===== config.mk =====
export PLATFORM = sky130hd
export DESIGN_NAME = branch_resolve_unit
export DESIGN_NICKNAME = d
export VERILOG_FILES = /design/src/rtl/branch_pkg.sv /design/src/rtl/branch_history_table.sv /design/src/rtl/branch_resolve_unit.sv
export SDC_FILE = /design/constraint.sdc
export NUM_CORES = 1
export LEC_CHECK = 0
export CAP_MARGIN = 10
export CORE_UTILIZATION = 37
export DETAILED_ROUTE_END_ITERATION = 6
export HOLD_SLACK_MARGIN = 0.1
export PLACE_DENSITY = 0.75
export SLEW_MARGIN = 25
export SYNTH_ARGS = -nofsm -noshare
export SYNTH_HDL_FRONTEND = slang
export SYNTH_SLANG_ARGS = --single-unit

===== constraint.sdc =====
create_clock -name Clk -period 2.53 [get_ports Clk]
set_input_delay 0.506 -clock Clk [delete_from_list [all_inputs] [get_ports Clk]]
set_output_delay 0.506 -clock Clk [all_outputs]
set_load 0.005 [all_outputs]

===== src/rtl/branch_pkg.sv =====
// branch_pkg: opcode/rt codes, 2-bit predictor states and the saturating update rule
package branch_pkg;
  localparam logic [5:0] OP_REGIMM = 6'd1;
  localparam logic [5:0] OP_BEQ    = 6'd4;
  localparam logic [5:0] OP_BNE    = 6'd5;
  localparam logic [5:0] OP_BLEZ   = 6'd6;
  localparam logic [5:0] OP_BGTZ   = 6'd7;
  localparam logic [4:0] RT_BLTZ   = 5'd0;
  localparam logic [4:0] RT_BGEZ   = 5'd1;
  typedef enum logic [1:0] {SN = 2'b00, WN = 2'b01, WT = 2'b10, ST = 2'b11} bht_state_t;
  function automatic bht_state_t bht_next(input bht_state_t s, input logic taken);
    return taken ? (s == ST ? ST : bht_state_t'(s + 2'd1)) : (s == SN ? SN : bht_state_t'(s - 2'd1));
  endfunction
endpackage


===== src/rtl/branch_history_table.sv =====
// branch_history_table: 2-bit saturating predictor table, async read, sync update and reset
module branch_history_table
  import branch_pkg::*;
#(
  parameter int DEPTH = 16,
  parameter int IDX_W = $clog2(DEPTH)
) (
  input  logic             clk,
  input  logic             rst,
  input  logic [IDX_W-1:0] rd_idx,
  output bht_state_t       rd_state,
  input  logic             we,
  input  logic [IDX_W-1:0] wr_idx,
  input  logic             wr_taken
);
  bht_state_t tbl [DEPTH];
  assign rd_state = tbl[rd_idx];
  // reset all entries to weakly-not-taken, otherwise step the addressed entry
  always_ff @(posedge clk) begin
    if (rst) for (int i = 0; i < DEPTH; i++) tbl[i] <= WN;
    else if (we) tbl[wr_idx] <= bht_next(tbl[wr_idx], wr_taken);
  end
endmodule


===== src/rtl/branch_resolve_unit.sv =====
// branch_resolve_unit: resolves MIPS-style branches, flags mispredicts, trains a BHT and keeps stats
module branch_resolve_unit
  import branch_pkg::*;
#(
  parameter int DATA_W    = 32,
  parameter int PC_W      = 32,
  parameter int BHT_DEPTH = 16,
  parameter int CNT_W     = 16
) (
  input  logic              Clk,
  input  logic              Reset,
  input  logic [PC_W-1:0]   LookupPC,
  output logic              PredTaken,
  input  logic              ResValid,
  input  logic [PC_W-1:0]   ResPC,
  input  logic [5:0]        Opcode,
  input  logic [4:0]        Rt,
  input  logic [DATA_W-1:0] RD1,
  input  logic [DATA_W-1:0] RD2,
  input  logic              PredIn,
  input  logic [PC_W-1:0]   TargetPC,
  input  logic [PC_W-1:0]   FallPC,
  input  logic              Stall,
  output logic              OutValid,
  output logic              BranchTaken,
  output logic              Mispredict,
  output logic [PC_W-1:0]   RedirectPC,
  output logic [CNT_W-1:0]  BranchCount,
  output logic [CNT_W-1:0]  MispredCount
);
  localparam int IDX_W = $clog2(BHT_DEPTH);
  localparam logic [CNT_W-1:0] CNT_ONE = 1;
  localparam logic [CNT_W-1:0] CNT_MAX = '1;
  logic       is_branch, taken, mispred, neg, zero;
  bht_state_t rd_state;
  // signed compares against zero reduce to the sign bit and a zero test
  always_comb begin
    neg       = RD1[DATA_W-1];
    zero      = RD1 == '0;
    is_branch = (Opcode == OP_REGIMM && (Rt == RT_BLTZ || Rt == RT_BGEZ)) || Opcode == OP_BEQ ||
                Opcode == OP_BNE || Opcode == OP_BLEZ || Opcode == OP_BGTZ;
    taken     = Opcode == OP_REGIMM ? (Rt == RT_BLTZ ? neg : Rt == RT_BGEZ ? !neg : 1'b0) :
                Opcode == OP_BEQ    ? RD1 == RD2 :
                Opcode == OP_BNE    ? RD1 != RD2 :
                Opcode == OP_BLEZ   ? neg || zero :
                Opcode == OP_BGTZ   ? !neg && !zero : 1'b0;
    mispred   = ResValid && (taken != PredIn);
  end
  branch_history_table #(.DEPTH(BHT_DEPTH), .IDX_W(IDX_W)) u_bht (
    .clk     (Clk),
    .rst     (Reset),
    .rd_idx  (LookupPC[IDX_W+1:2]),
    .rd_state(rd_state),
    .we      (ResValid && is_branch && !Stall),
    .wr_idx  (ResPC[IDX_W+1:2]),
    .wr_taken(taken)
  );
  assign PredTaken = rd_state[1];
  // result registers and saturating statistics, frozen while stalled
  always_ff @(posedge Clk) begin
    if (Reset) begin
      OutValid     <= 1'b0;
      BranchTaken  <= 1'b0;
      Mispredict   <= 1'b0;
      RedirectPC   <= '0;
      BranchCount  <= '0;
      MispredCount <= '0;
    end else if (!Stall) begin
      OutValid    <= ResValid;
      BranchTaken <= ResValid && taken;
      Mispredict  <= mispred;
      RedirectPC  <= taken ? TargetPC : FallPC;
      if (ResValid && is_branch && BranchCount != CNT_MAX) BranchCount <= BranchCount + CNT_ONE;
      if (mispred && MispredCount != CNT_MAX) MispredCount <= MispredCount + CNT_ONE;
    end
  end
endmodule


==> results of run 1 <==
==> cells by family after synthesis <==
family	count (synthesis)	share of synthesized area [%]
AND/OR/NAND/NOR	229	21.4
adder cells (fa/ha/maj)	4	0.837
flip-flops	99	42.8
buffers and inverters	34	2.74
multiplexers	86	20.1
XOR/XNOR	44	7.16
AO/OA/AOI/OAI	44	4.88
==> state kept, by name (all words and copies together), names as in the netlist <==
name / count
BranchCount: 16
MispredCount: 16
BranchTaken: 1
u_bht.tbl: 32
Mispredict: 1
RedirectPC: 32
OutValid: 1
==> synthesized netlist by cell type (2+ instances only) <==
library cell / number / area (um2)
nand4_1: 10 / 62.6
and2_1: 5 / 31.3
nand3b_1: 2 / 15.0
clkbuf_1: 14 / 52.6
and4_1: 2 / 17.5
maj3_1: 2 / 20.0
xor2_1: 39 / 342
a21oi_1: 19 / 95.1
a22oi_1: 2 / 15.0
mux2i_1: 36 / 360
mux2_2: 34 / 383
dfxtp_1: 67 / 1340
or3_1: 12 / 75.1
inv_1: 8 / 30.0
xnor2_1: 5 / 43.8
mux4_2: 14 / 315
ha_1: 2 / 25.0
buf_1: 3 / 11.3
buf_2: 7 / 35.0
edfxtp_1: 32 / 961
or4_1: 4 / 30.0
nand2_1: 34 / 128
and3_1: 3 / 18.8
nor3_1: 13 / 65.1
nor3b_1: 3 / 22.5
or2_2: 9 / 56.3
o31ai_1: 4 / 30.0
nand3_1: 19 / 95.1
nor4_1: 20 / 125
nor2_1: 69 / 259
nand2b_1: 15 / 93.8
nor2b_1: 8 / 50.1
o21ai_0: 13 / 65.1
==> worst paths after layout <==
kind | slack (ns) | cells after the start | endpoint | start
worst min register to register | 0.47 | 2 | OutValid | OutValid
worst max register to register | 0.02 | 9 | MispredCount[0] | MispredCount[6]
worst min-delay path | 0.47 | 2 | OutValid | OutValid
worst max-delay path | -0.04 | 10 | MispredCount[11] | Opcode[3]
==> power by group <==
group	switching (uW)	internal, uW	leakage, uW
Sequential	26.8	1680	0.000823
Clock	629	735	0.000146
Combinational	300	447	0.00248
Total	957	2860	0.00345
==> worst max-delay path, stage by stage <==
cell,delay [ns]
clkdlybuf4s50_1,0.46
nor3_2,0.19
and2_4,0.20
nand3_1,0.08
mux2i_1,0.17
a41oi_2,0.06
and2_4,0.22
mux2i_4,0.23
nor3_1,0.30
mux2_2,0.37
==> layout make-up <==
cell class	count	share of cell area [%]
diodes	1	0.0281
flip-flops and latches	99	25.8
clock inverters	6	0.491
multi-input cells	408	37.5
well taps	180	2.53
repair buffers	291	30.5
inverters	8	0.337
clock buffers	10	2.81
==> per-layer routing <==
metal / wire (um) / up-vias / GRT usage [%]
met5: 0 / - / 0
met4: 342 / 0 / 7.47
met3: 1300 / 27 / 6.83
met2: 8670 / 191 / 40.3
met1: 7320 / 2492 / 29.1
li1: - / 2516 / -
==> timing repair <==
| action | 4_1_cts | 5_1_grt |
|---|---|---|
| gates cloned | 3 | 1 |
| endpoints found under the hold margin | 0 | 0 |
| endpoints found under the setup margin | 122 | 104 |
| resized for setup | 152 | 123 |
| pin swaps | 35 | 46 |
| setup buffers | 14 | 3 |
==> stage by stage <==
step | utilization (%) | hold slack [ns] | setup TNS (ns)
2_1_floorplan | - | 0.462 | -0.00239
3_3_place_gp | 57.9 | 0.464 | -84.70
3_5_place_dp | 57.9 | 0.461 | -86.22
4_1_cts | 62.0 | 0.471 | 0
5_1_grt | 63.5 | 0.509 | -4.66
6_report | 63.5 | 0.473 | -0.222
==> results.json, run 1 <==
{
  "antenna_found_initial": 1,
  "die_h_um": 123,
  "clock-root-buffer": "clkbuf_16",
  "io_buffers": 219,
  "maxSlewHeadroom_pct": 55.9,
  "wirelength_mm": 17.6,
  "worstSkewPairLatency_ns": 0.35,
  "drt-pass1-iter-count": 5,
  "register_area_um2": 2300,
  "multi_input_area_um2": 3340,
  "grt_max_degree": 65,
  "rsz0062_at_grt": "yes",
  "drc": 0,
  "core_area_um2": 14000,
  "cts_tree": "yes",
  "grtUsageTotal_pct": 23.8,
  "pin_count": 276,
  "grt_overflow": 0,
  "design_area_um2": 8910,
  "power_uw": 3820,
  "initial_utilization_pct": 38.3,
  "min_period_over_period_pct": 102,
  "worstMarginPinSlew_ns": 0.662,
  "synth_edf_count": 32,
  "row_count": 43,
  "wl_per_cell_um": 17.6,
  "fin_cells": 1003,
  "synth_cells": 540,
  "worstPathMaxFanout": 7,
  "synth_area_per_cell_um2": 9.96,
  "routed_via_density": 5.21,
  "die-area_um2": 15000,
  "vdd_drop_max_mv": 0.350,
  "min_period_ns": 2.57,
  "netlist_area_um2": 5380,
  "dr_total_vias": 5226,
  "synth_nets": 750,
  "ys_seq_area_share_pct": 42.8,
  "cts_buffers": 9,
  "clock-sinks": 99,
  "ys_warn_count": 0,
  "finalHoldViolations": 0,
  "clock.fmax_mhz": 389,
  "synth.distinct_cells": 44,
  "area_growth_syn_to_layout_pct": 65.7,
  "dp.cells": 966,
  "dr.first_iter.drc_count": 318,
  "p_leak_uw": 0.00345,
  "n_fill_cell": 1107,
  "final_cell_mix": "clkdlybuf4s50_1, dfxtp_1, nor2_1",
  "cts_max_level": 3,
  "critPathRequiredTime_ns": 2.77,
  "final_common_cell": "clkdlybuf4s50_1",
  "die_w_um": 123,
  "clk_path_buf_depth": 2,
  "status": "finished, violations left",
  "violations": "negative setup slack",
  "ant_nets": 0,
  "worstSetupEndpointType": "flop",
  "worst_slack_ns": -0.0438,
  "skew_ns": 0.00743,
  "async_reset_ff_share_pct": 0,
  "start_kind": "input pin",
  "path_clk_slew_ns": 0.07,
  "ctsHoldBuffers": 0,
  "final_nets": 1027,
  "min_path_type": "flop to flop",
  "grt_pass1_vias": 5481,
  "ys.flop_type": "dfxtp_1",
  "gp_congestion": 0.942,
  "powerDensity_nw_per_um2": 428,
  "path_class": "input pin to flop",
  "drive_gt1_share_pct": 28.7,
  "synth-seq-cells": 99,
  "worst_ep_arrival_time_ns": 2.81,
  "setup_viol_count_final": 9,
  "place_ws_ns": -0.841,
  "grt_pass1_wl_mm": 27.4,
  "drv_cap": 0,
  "placed_area_um2": 8140,
  "hpwl_mm": 12.9,
  "drv_slew": 0
}
Power figures use the tool's default switching activity.
==> run 2, diff against run 1 <==
--- a/config.mk
+++ b/config.mk
@@ -6,6 +6,7 @@
 export NUM_CORES = 1
 export LEC_CHECK = 0
 export CAP_MARGIN = 10
+export CORE_MARGIN = 2
 export CORE_UTILIZATION = 37
 export DETAILED_ROUTE_END_ITERATION = 6
 export HOLD_SLACK_MARGIN = 0.1
==> run 2 against run 1 <==
The run still ends with negative setup slack left. Maximum frequency fell by 6.4%. Wire length grew 5.8%. Sequential share of layout area down 0.94 points. Flip-flop and latch count is the same. Total power increased by 1.6%. Critical path type unchanged. Critical endpoint is now u_bht.tbl[4][1]. Largest cell class unchanged.
==> results.json, run 2 (synthesis results as in run 1) <==
{
  "hpwl_mm": 13.2,
  "wirelength_mm": 18.7,
  "drv_slew": 0,
  "die_w_um": 125,
  "worstPathMaxFanout": 12,
  "wl_per_cell_um": 18.3,
  "io_buffers": 219,
  "row_count": 44,
  "skew_ns": 0.00603,
  "worstSkewPairLatency_ns": 0.35,
  "dr.first_iter.drc_count": 273,
  "final_nets": 1043,
  "whs_ns": 0.471,
  "ctsHoldBuffers": 0,
  "initial_utilization_pct": 37.4,
  "die-area_um2": 15500,
  "min_path_type": "flop to flop",
  "status": "finished, violations left",
  "grt_max_degree": 51,
  "worstSetupEndpointType": "flop",
  "pin_count": 276,
  "dr_total_vias": 5364,
  "drc": 0,
  "min_period_ns": 2.75,
  "worstMarginPinSlew_ns": 0.605,
  "die_h_um": 125,
  "maxSlewHeadroom_pct": 59.6,
  "worst_slack_ns": -0.219,
  "path_clk_slew_ns": 0.07,
  "clock.fmax_mhz": 364,
  "cts_buffers": 9,
  "core_area_um2": 14400,
  "violations": "negative setup slack",
  "drv_cap": 0,
  "drt-pass1-iter-count": 4,
  "diodes": 0,
  "grt_pass1_wl_mm": 28.8,
  "setup_viol_count_final": 75,
  "drive_gt1_share_pct": 34.2,
  "largestRegisters": "RedirectPC x32, u_bht.tbl x32",
  "clock-sinks": 99,
  "cts_max_level": 3,
  "grtUsageTotal_pct": 23.2,
  "path_class": "input pin to flop",
  "clock-root-buffer": "clkbuf_16",
  "gp_congestion": 0.911,
  "vdd_drop_max_mv": 0.296,
  "area_growth_syn_to_layout_pct": 71.9,
  "antenna_found_initial": 0,
  "start_kind": "input pin",
  "clk_path_buf_depth": 2,
  "final_core_util_pct": 64.4,
  "worst_ep_arrival_time_ns": 2.91,
  "powerDensity_nw_per_um2": 420,
  "p_leak_uw": 0.00360,
  "final_common_cell": "clkdlybuf4s50_1",
  "grt_pass1_vias": 5681,
  "cts_tree": "yes",
  "grt_overflow": 0,
  "routed_via_density": 5.25,
  "rsz0062_at_grt": "yes",
  "ant_nets": 0,
  "critPathRequiredTime_ns": 2.69,
  "finalHoldViolations": 0,
  "final_cell_mix": "clkdlybuf4s50_1, dfxtp_1, nor2_1",
  "min_period_over_period_pct": 109
}
-- run 2: cell types whose count changed in the layout (fill, tap and decap cells not counted), moves of 5 or more --
cell and delta:
nand2_1 -7, a21oi_2 +5, buf_2 -5, nor3_2 +6, nand2_2 +7, a21oi_1 -5, xor2_1 -5, clkbuf_2 +12
buf_4 +8, xor2_2 +5
-- run 2: critical path, cell delays in order --
cell and delay (ns):
buf_6 0.10, buf_6 0.11, nor4_4 0.24, buf_4 0.15, nand4_1 0.11, o21ai_2 0.17, mux2i_1 0.24, a41oi_2 0.06
and2_4 0.19, buf_12 0.13, buf_12 0.12, buf_6 0.11, maj3_2 0.34, buf_8 0.17, nor4_4 0.16
-- run 2: final cells by class --
class / instances / area, um2
clock buffer: 10 / 239
clock inverter: 6 / 66.3
fill: 1143 / 5120
inverter: 8 / 30.0
multi-input combinational: 408 / 3450
sequential: 99 / 2300
tap: 184 / 230
timing repair buffer: 307 / 2930
-- run 2: power breakdown --
group	total [uW]	switching (uW)	internal (uW)
Clock	1420	628	794
Sequential	1710	27.3	1680
Combinational	751	297	453
-- run 2: worst paths after layout --
| check | start | slack, ns | endpoint | cells after the start |
|---|---|---|---|---|
| max | RD1[7] | -0.22 | u_bht.tbl[4][1] | 15 |
| max reg2reg | MispredCount[6] | -0.09 | MispredCount[8] | 10 |
| min reg2reg | OutValid | 0.47 | OutValid | 2 |
| min | OutValid | 0.47 | OutValid | 2 |
-- run 2: per-layer routing --
metal	global-route usage (%)	routed length, um
met5	0	0
met4	7.67	385
met3	6.83	1440
met2	41.5	9580
met1	26.3	7250
-- run 2: per-stage QoR --
stage	instances	total power (uW)	instance area (um2)	setup TNS, ns	setup slack, ns
2_1_floorplan	540	1990	5410	-0.00239	-0.00239
3_3_place_gp	976	2400	8170	-84.93	-0.855
3_5_place_dp	976	2420	8170	-86.94	-0.872
4_1_cts	1012	3860	8990	-10.70	-0.196
5_1_grt	1022	4010	9250	-16.31	-0.337
6_report	1022	3880	9250	-8.13	-0.219
-- run 2: repair_timing --
action	CTS	global route
resized for setup	165	143
pin swaps	60	33
endpoints found under the hold margin	0	0
buffers inserted	15	8
cloned	5	3
setup endpoints to repair	122	119
==> RTL change 1 (config.mk and constraints of run 1) <==
Put one more register stage on the output `RedirectPC`, without a reset. The value now appears one clock later. The other outputs are not delayed to match.
--- a/src/rtl/branch_resolve_unit.sv
+++ b/src/rtl/branch_resolve_unit.sv
@@ -32,4 +32,6 @@
   localparam logic [CNT_W-1:0] CNT_ONE = 1;
   localparam logic [CNT_W-1:0] CNT_MAX = '1;
+
+  logic [PC_W-1:0] RedirectPC_s0;
   logic       is_branch, taken, mispred, neg, zero;
   bht_state_t rd_state;
@@ -63,5 +65,5 @@
       BranchTaken  <= 1'b0;
       Mispredict   <= 1'b0;
-      RedirectPC   <= '0;
+      RedirectPC_s0 <= '0;
       BranchCount  <= '0;
       MispredCount <= '0;
@@ -70,9 +72,13 @@
       BranchTaken <= ResValid && taken;
       Mispredict  <= mispred;
-      RedirectPC  <= taken ? TargetPC : FallPC;
+      RedirectPC_s0 <= taken ? TargetPC : FallPC;
       if (ResValid && is_branch && BranchCount != CNT_MAX) BranchCount <= BranchCount + CNT_ONE;
       if (mispred && MispredCount != CNT_MAX) MispredCount <= MispredCount + CNT_ONE;
     end
   end
+  always_ff @(posedge Clk) begin
+    RedirectPC <= RedirectPC_s0;
+  end
+
 endmodule
 
Formal check against the unedited RTL: not equivalent (Yosys sat finds a counterexample within 4 cycles, from zero or initial values and one cycle with Reset high).
==> RTL change 1 against run 1 <==
The run still ends with negative setup slack left. Total power rose by 45%. Area after synthesis up 19%. Non-clock buffer count is 4 lower. Wire length up 3.9%. Clock power grew 87%. Sequential share of layout area is 3.5 points higher. Final area up 12%. Core utilization fell by 3.6 points. Worst setup slack gained 0.036 ns. Clock skew is 0.0019 ns higher. Sequential cell count grew 32. Global-route usage down 3.6 points.
==> RTL change 1: results (changes against run 1) <==
register area share after synthesis=45.8% (+3.1 points); ANT cells=0 (-1); worst setup margin=-0.00746 ns (+0.0364 ns); # fillers=1428 (+29%); GPL Wtd Cong=0.910 (-3.4%); share of cells above drive strength 1=20.6% (-8.1 points); final wirelength=18300 µm (+3.9%); Synth area leaders=dfxtp_1 31%, edfxtp_1 15%, mux2i_1 7.6%; Placed Instance Area=9190 µm² (+13%); Syn Nets=843 (+12%); failing checks=negative setup slack; Yosys cell types=46 (+4.5%); Tcrit/Tclk final=100% (-1.4 points); pre-CTS setup slack=-0.721 ns (+0.120 ns); slowest stage cell on the critical path=maj3_2; crit-path max cell delay=0.38 ns (-0.08 ns); Layout Skew=0.00931 ns (+0.00187 ns); synth cell count leaders=99 x dfxtp_1, 86 x nor2_1, 49 x mux2i_1; worst slew pin tran=0.638 ns (-0.0244 ns); initial drt markers=244 (-23%); DPL Wire Length=13200 µm (+2.0%); status=finished, violations left; CTS buffer count=17 (+8); biggest registers after layout=RedirectPC (32), RedirectPC_s0 (32), u_bht.tbl (32); Setup Viol. Count Final=1 (-8); CTS H-tree depth=4 (+1)
-- RTL change 1: logic make-up (layout without fill, tap and decap cells) --
kind of cell | count (synthesis) | in the layout | share of synthesized area (%)
buf+inv | 42 | 325 | 3.88
simple gates | 282 | 282 | 22.4
xor+xnor | 45 | 45 | 6.14
compound gates | 50 | 50 | 5.67
flops | 131 | 131 | 45.8
mux | 79 | 79 | 15.4
fa+ha+maj | 4 | 4 | 0.741
-- RTL change 1: repair_timing --
action                     CTS  global route
setup endpoints to repair   80            60
setup buffers                6             3
gates cloned                 2             1
gates resized for setup     99            66
pin swaps                   27            23
-- RTL change 1: metal layers --
| metal | global-route usage [%] | up-vias | wire, µm |
|---|---|---|---|
| met5 | 0 | - | 0 |
| met4 | 7.89 | 0 | 310 |
| met3 | 4.68 | 25 | 787 |
| met2 | 34.5 | 139 | 9560 |
| met1 | 24.7 | 2685 | 7660 |
| li1 | - | 2844 | - |
-- RTL change 1: report_power, final --
group	leakage [nW]	switching (mW)	total (mW)	internal, mW
registers	1.09	0.0368	2.26	2.23
logic	2.63	0.294	0.719	0.425
clock network	0.297	0.998	2.54	1.54
total	4.01	1.33	5.52	4.19
-- RTL change 1: final timing paths --
path,start,end,slack (ns),depth (start not counted)
setup / recovery,RD2[8],u_bht.tbl[4][1],-0.007,11
hold / removal,RedirectPC_s0[9],RedirectPC[9],0.35,0
hold reg to reg,RedirectPC_s0[9],RedirectPC[9],0.35,0
setup reg to reg,u_bht.tbl[11][1],u_bht.tbl[14][1],0.24,7
-- RTL change 1: layout make-up --
type	instances	area (µm²)	area share (%)
multi-input combinational	460	3420	34.2
sequential	131	2940	29.4
timing repair buffer	287	2750	27.4
clock buffer	18	450	4.49
tap	220	275	2.75
clock inverter	14	163	1.62
inverter	6	22.5	0.225
-- RTL change 1: worst register-to-register path, stage by stage (launching register included) --
cell	delay, ns
edfxtp_1	0.42
mux4_2	0.48
mux2_2	0.27
o21ai_0	0.20
buf_4	0.17
maj3_2	0.28
buf_8	0.17
nor3_1	0.05
-- RTL change 1: through the flow --
stage / instances / setup TNS [ns] / power [mW] / hold slack (ns)
after global routing: 1136 / -0.345 / 5.72 / 0.356
after detailed placement: 1095 / -51.91 / 3.01 / 0.336
final: 1136 / -0.00746 / 5.52 / 0.347
after CTS: 1134 / 0 / 5.56 / 0.350
after global placement: 1095 / -51.39 / 3.00 / 0.335
after floorplan: 633 / 0 / 2.55 / 0.331
==> RTL change 2 (flow settings as in run 1) <==
Made on the original files. `DATA_W`: 32 -> 64.
--- a/src/rtl/branch_resolve_unit.sv
+++ b/src/rtl/branch_resolve_unit.sv
@@ -3,5 +3,5 @@
   import branch_pkg::*;
 #(
-  parameter int DATA_W    = 32,
+  parameter int DATA_W    = 64,
   parameter int PC_W      = 32,
   parameter int BHT_DEPTH = 16,
Interface: changed (resized RD1 and RD2); port bits go from 276 to 340. The function was not compared with the original's and may differ.
==> RTL change 2 against run 1 <==
The flow still finishes with violations (negative setup slack). Wire length rose by 22%. Sequential cell count did not move. Area after synthesis rose by 6.8%. Total power rose by 7.8%. Clock skew rose by 0.00087 ns. Worst setup slack got worse by 0.42 ns. Final area rose by 20%. Via count rose by 15%. Critical path type unchanged. Critical endpoint is now MispredCount[13]. Largest cell class unchanged. Largest power group unchanged.
==> RTL change 2: results (changes against run 1) <==
status=finished, violations left; failing checks=negative setup slack; worst slew pin tran=0.612 ns (-0.0501 ns); Syn Nets=855 (+14%); ANT cells=0 (-1); DPL Wire Length=15500 µm (+20%); Root Buffer=clkbuf_16; number of port buffers=283 (+29%); pin count of the biggest net entering global routing=45 (-31%); buffering overhead=33.8% (+3.3 points); Synth area leaders=dfxtp_1 23%, edfxtp_1 17%, xor2_1 12%; Yosys warnings=0 (unchanged); mux cell area share after synthesis=18.5% (-1.7 points); synth cell count leaders=76 x xor2_1, 73 x nor2_1, 67 x dfxtp_1; worst setup margin=-0.465 ns (-0.422 ns); Worst EP arrival=3.21 ns (+0.40 ns); final wirelength=21400 µm (+22%); fraction of area in multi-input gates=39.4% (+1.9 points); Die ar.=16000 µm² (+6.7%); Synth Area in Adders=0.784% (-0.053 points); global-route wire length before repair=31600 µm (+15%); Setup Viol. Count Final=83 (+74); met1 Track Usage GR=26.2% (-2.9 points); # fillers=1140 (+3.0%); initial drt markers=238 (-25%); Pre-antenna DRT Iters=5 (unchanged); Layout Skew=0.00831 ns (+0.000873 ns); Layout clock area frac=2.82% (-0.48 points); met3 Track Usage GR=8.60% (+1.8 points); pre-CTS setup slack=-1.24 ns (-0.397 ns); cells on worst reg2reg path=11 (+2); vias in the first global route=6255 (+14%); Yosys cell types=47 (+6.8%); Worst VDD drop=0.000249 V (-29%); Synth Area in Compound Gates=4.62% (-0.27 points); Vias=5991 (+15%); Signal buffers=386 (+33%); Placed Instance Area=9410 µm² (+16%); footprint of the multi-input gates=4190 µm² (+26%); Seq cells=99 (unchanged); gr usage total=25.8% (+1.9 points); LEAKAGE=4.34 nW (+26%); Non-CTS inverters=6 (-2); Multi-In Gates=450 (+10%); Layout Nets=1226 (+19%); initial antenna violation count=0 (-1); GPL Wtd Cong=0.865 (-8.2%); XOR/XNOR share of the synthesized area=12.5% (+5.3 points); Hold Path Depth=2 (unchanged); TNS Setup=-27.04 ns (-26.82 ns); biggest registers after layout=RedirectPC (32), u_bht.tbl (32); register area share after synthesis=40.1% (-2.7 points); share of cells above drive strength 1=35.6% (+6.9 points); met2 track demand over resource=47.8% (+7.4 points)
## RTL change 2: changes by cell type after synthesis, moves of 5 or more
cell and change:
nor4_1 +14, xor2_1 +37, nor2b_1 -5, and2_1 -5
## RTL change 2: metrics by stage
step	instances	hold slack, ns	power, mW
2_1_floorplan	581	0.462	2.03
3_3_place_gp	1103	0.456	2.62
5_1_grt	1145	0.488	4.25
4_1_cts	1133	0.471	4.11
6_report	1145	0.470	4.12
3_5_place_dp	1103	0.461	2.63
## RTL change 2: worst max-delay path: stages
cell	delay, ns
clkdlybuf4s15_1	0.23
xor2_1	0.19
nor4_1	0.26
nand4_1	0.21
nor4_4	0.38
mux2i_2	0.29
a21bo_4	0.27
mux2i_4	0.21
buf_6	0.16
buf_6	0.12
o31ai_1	0.28
a21oi_1	0.12
## RTL change 2: where the power goes
group          total [mW]  internal [mW]  leakage (nW)  switching (mW)
clock                1.43          0.776         0.142           0.653
sequential           1.71           1.68         0.823          0.0265
combinational       0.981          0.576          3.38           0.405
total                4.12           3.03          4.34            1.08
## RTL change 2: repair_timing
action,CTS,global route
resized for setup,397,98
setup endpoints to repair,116,122
buffers inserted,12,14
gates cloned,3,2
pin swaps,86,58
## RTL change 2: cells by family (layout without fill, tap and decap cells)
family	count (synthesis)	after routing
adders and majority gates	4	4
and+or+nand+nor	239	239
buffers and inverters	32	408
muxes	84	84
DFF	99	99
AOI/OAI and AO/OA	41	41
xor gates and xnor gates	82	82
## RTL change 2: per-layer routing
layer  up-vias  wire, µm
met5         -         0
met4         0       660
met3        49      1860
met2       241     11000
met1      2858      7900
li1       2843         -
## RTL change 2: worst paths after layout
path         slack (ns)                to            start
max               -0.47  MispredCount[13]          RD1[18]
min                0.47          OutValid         OutValid
max reg2reg        0.26   MispredCount[1]  MispredCount[6]
min reg2reg        0.47          OutValid         OutValid
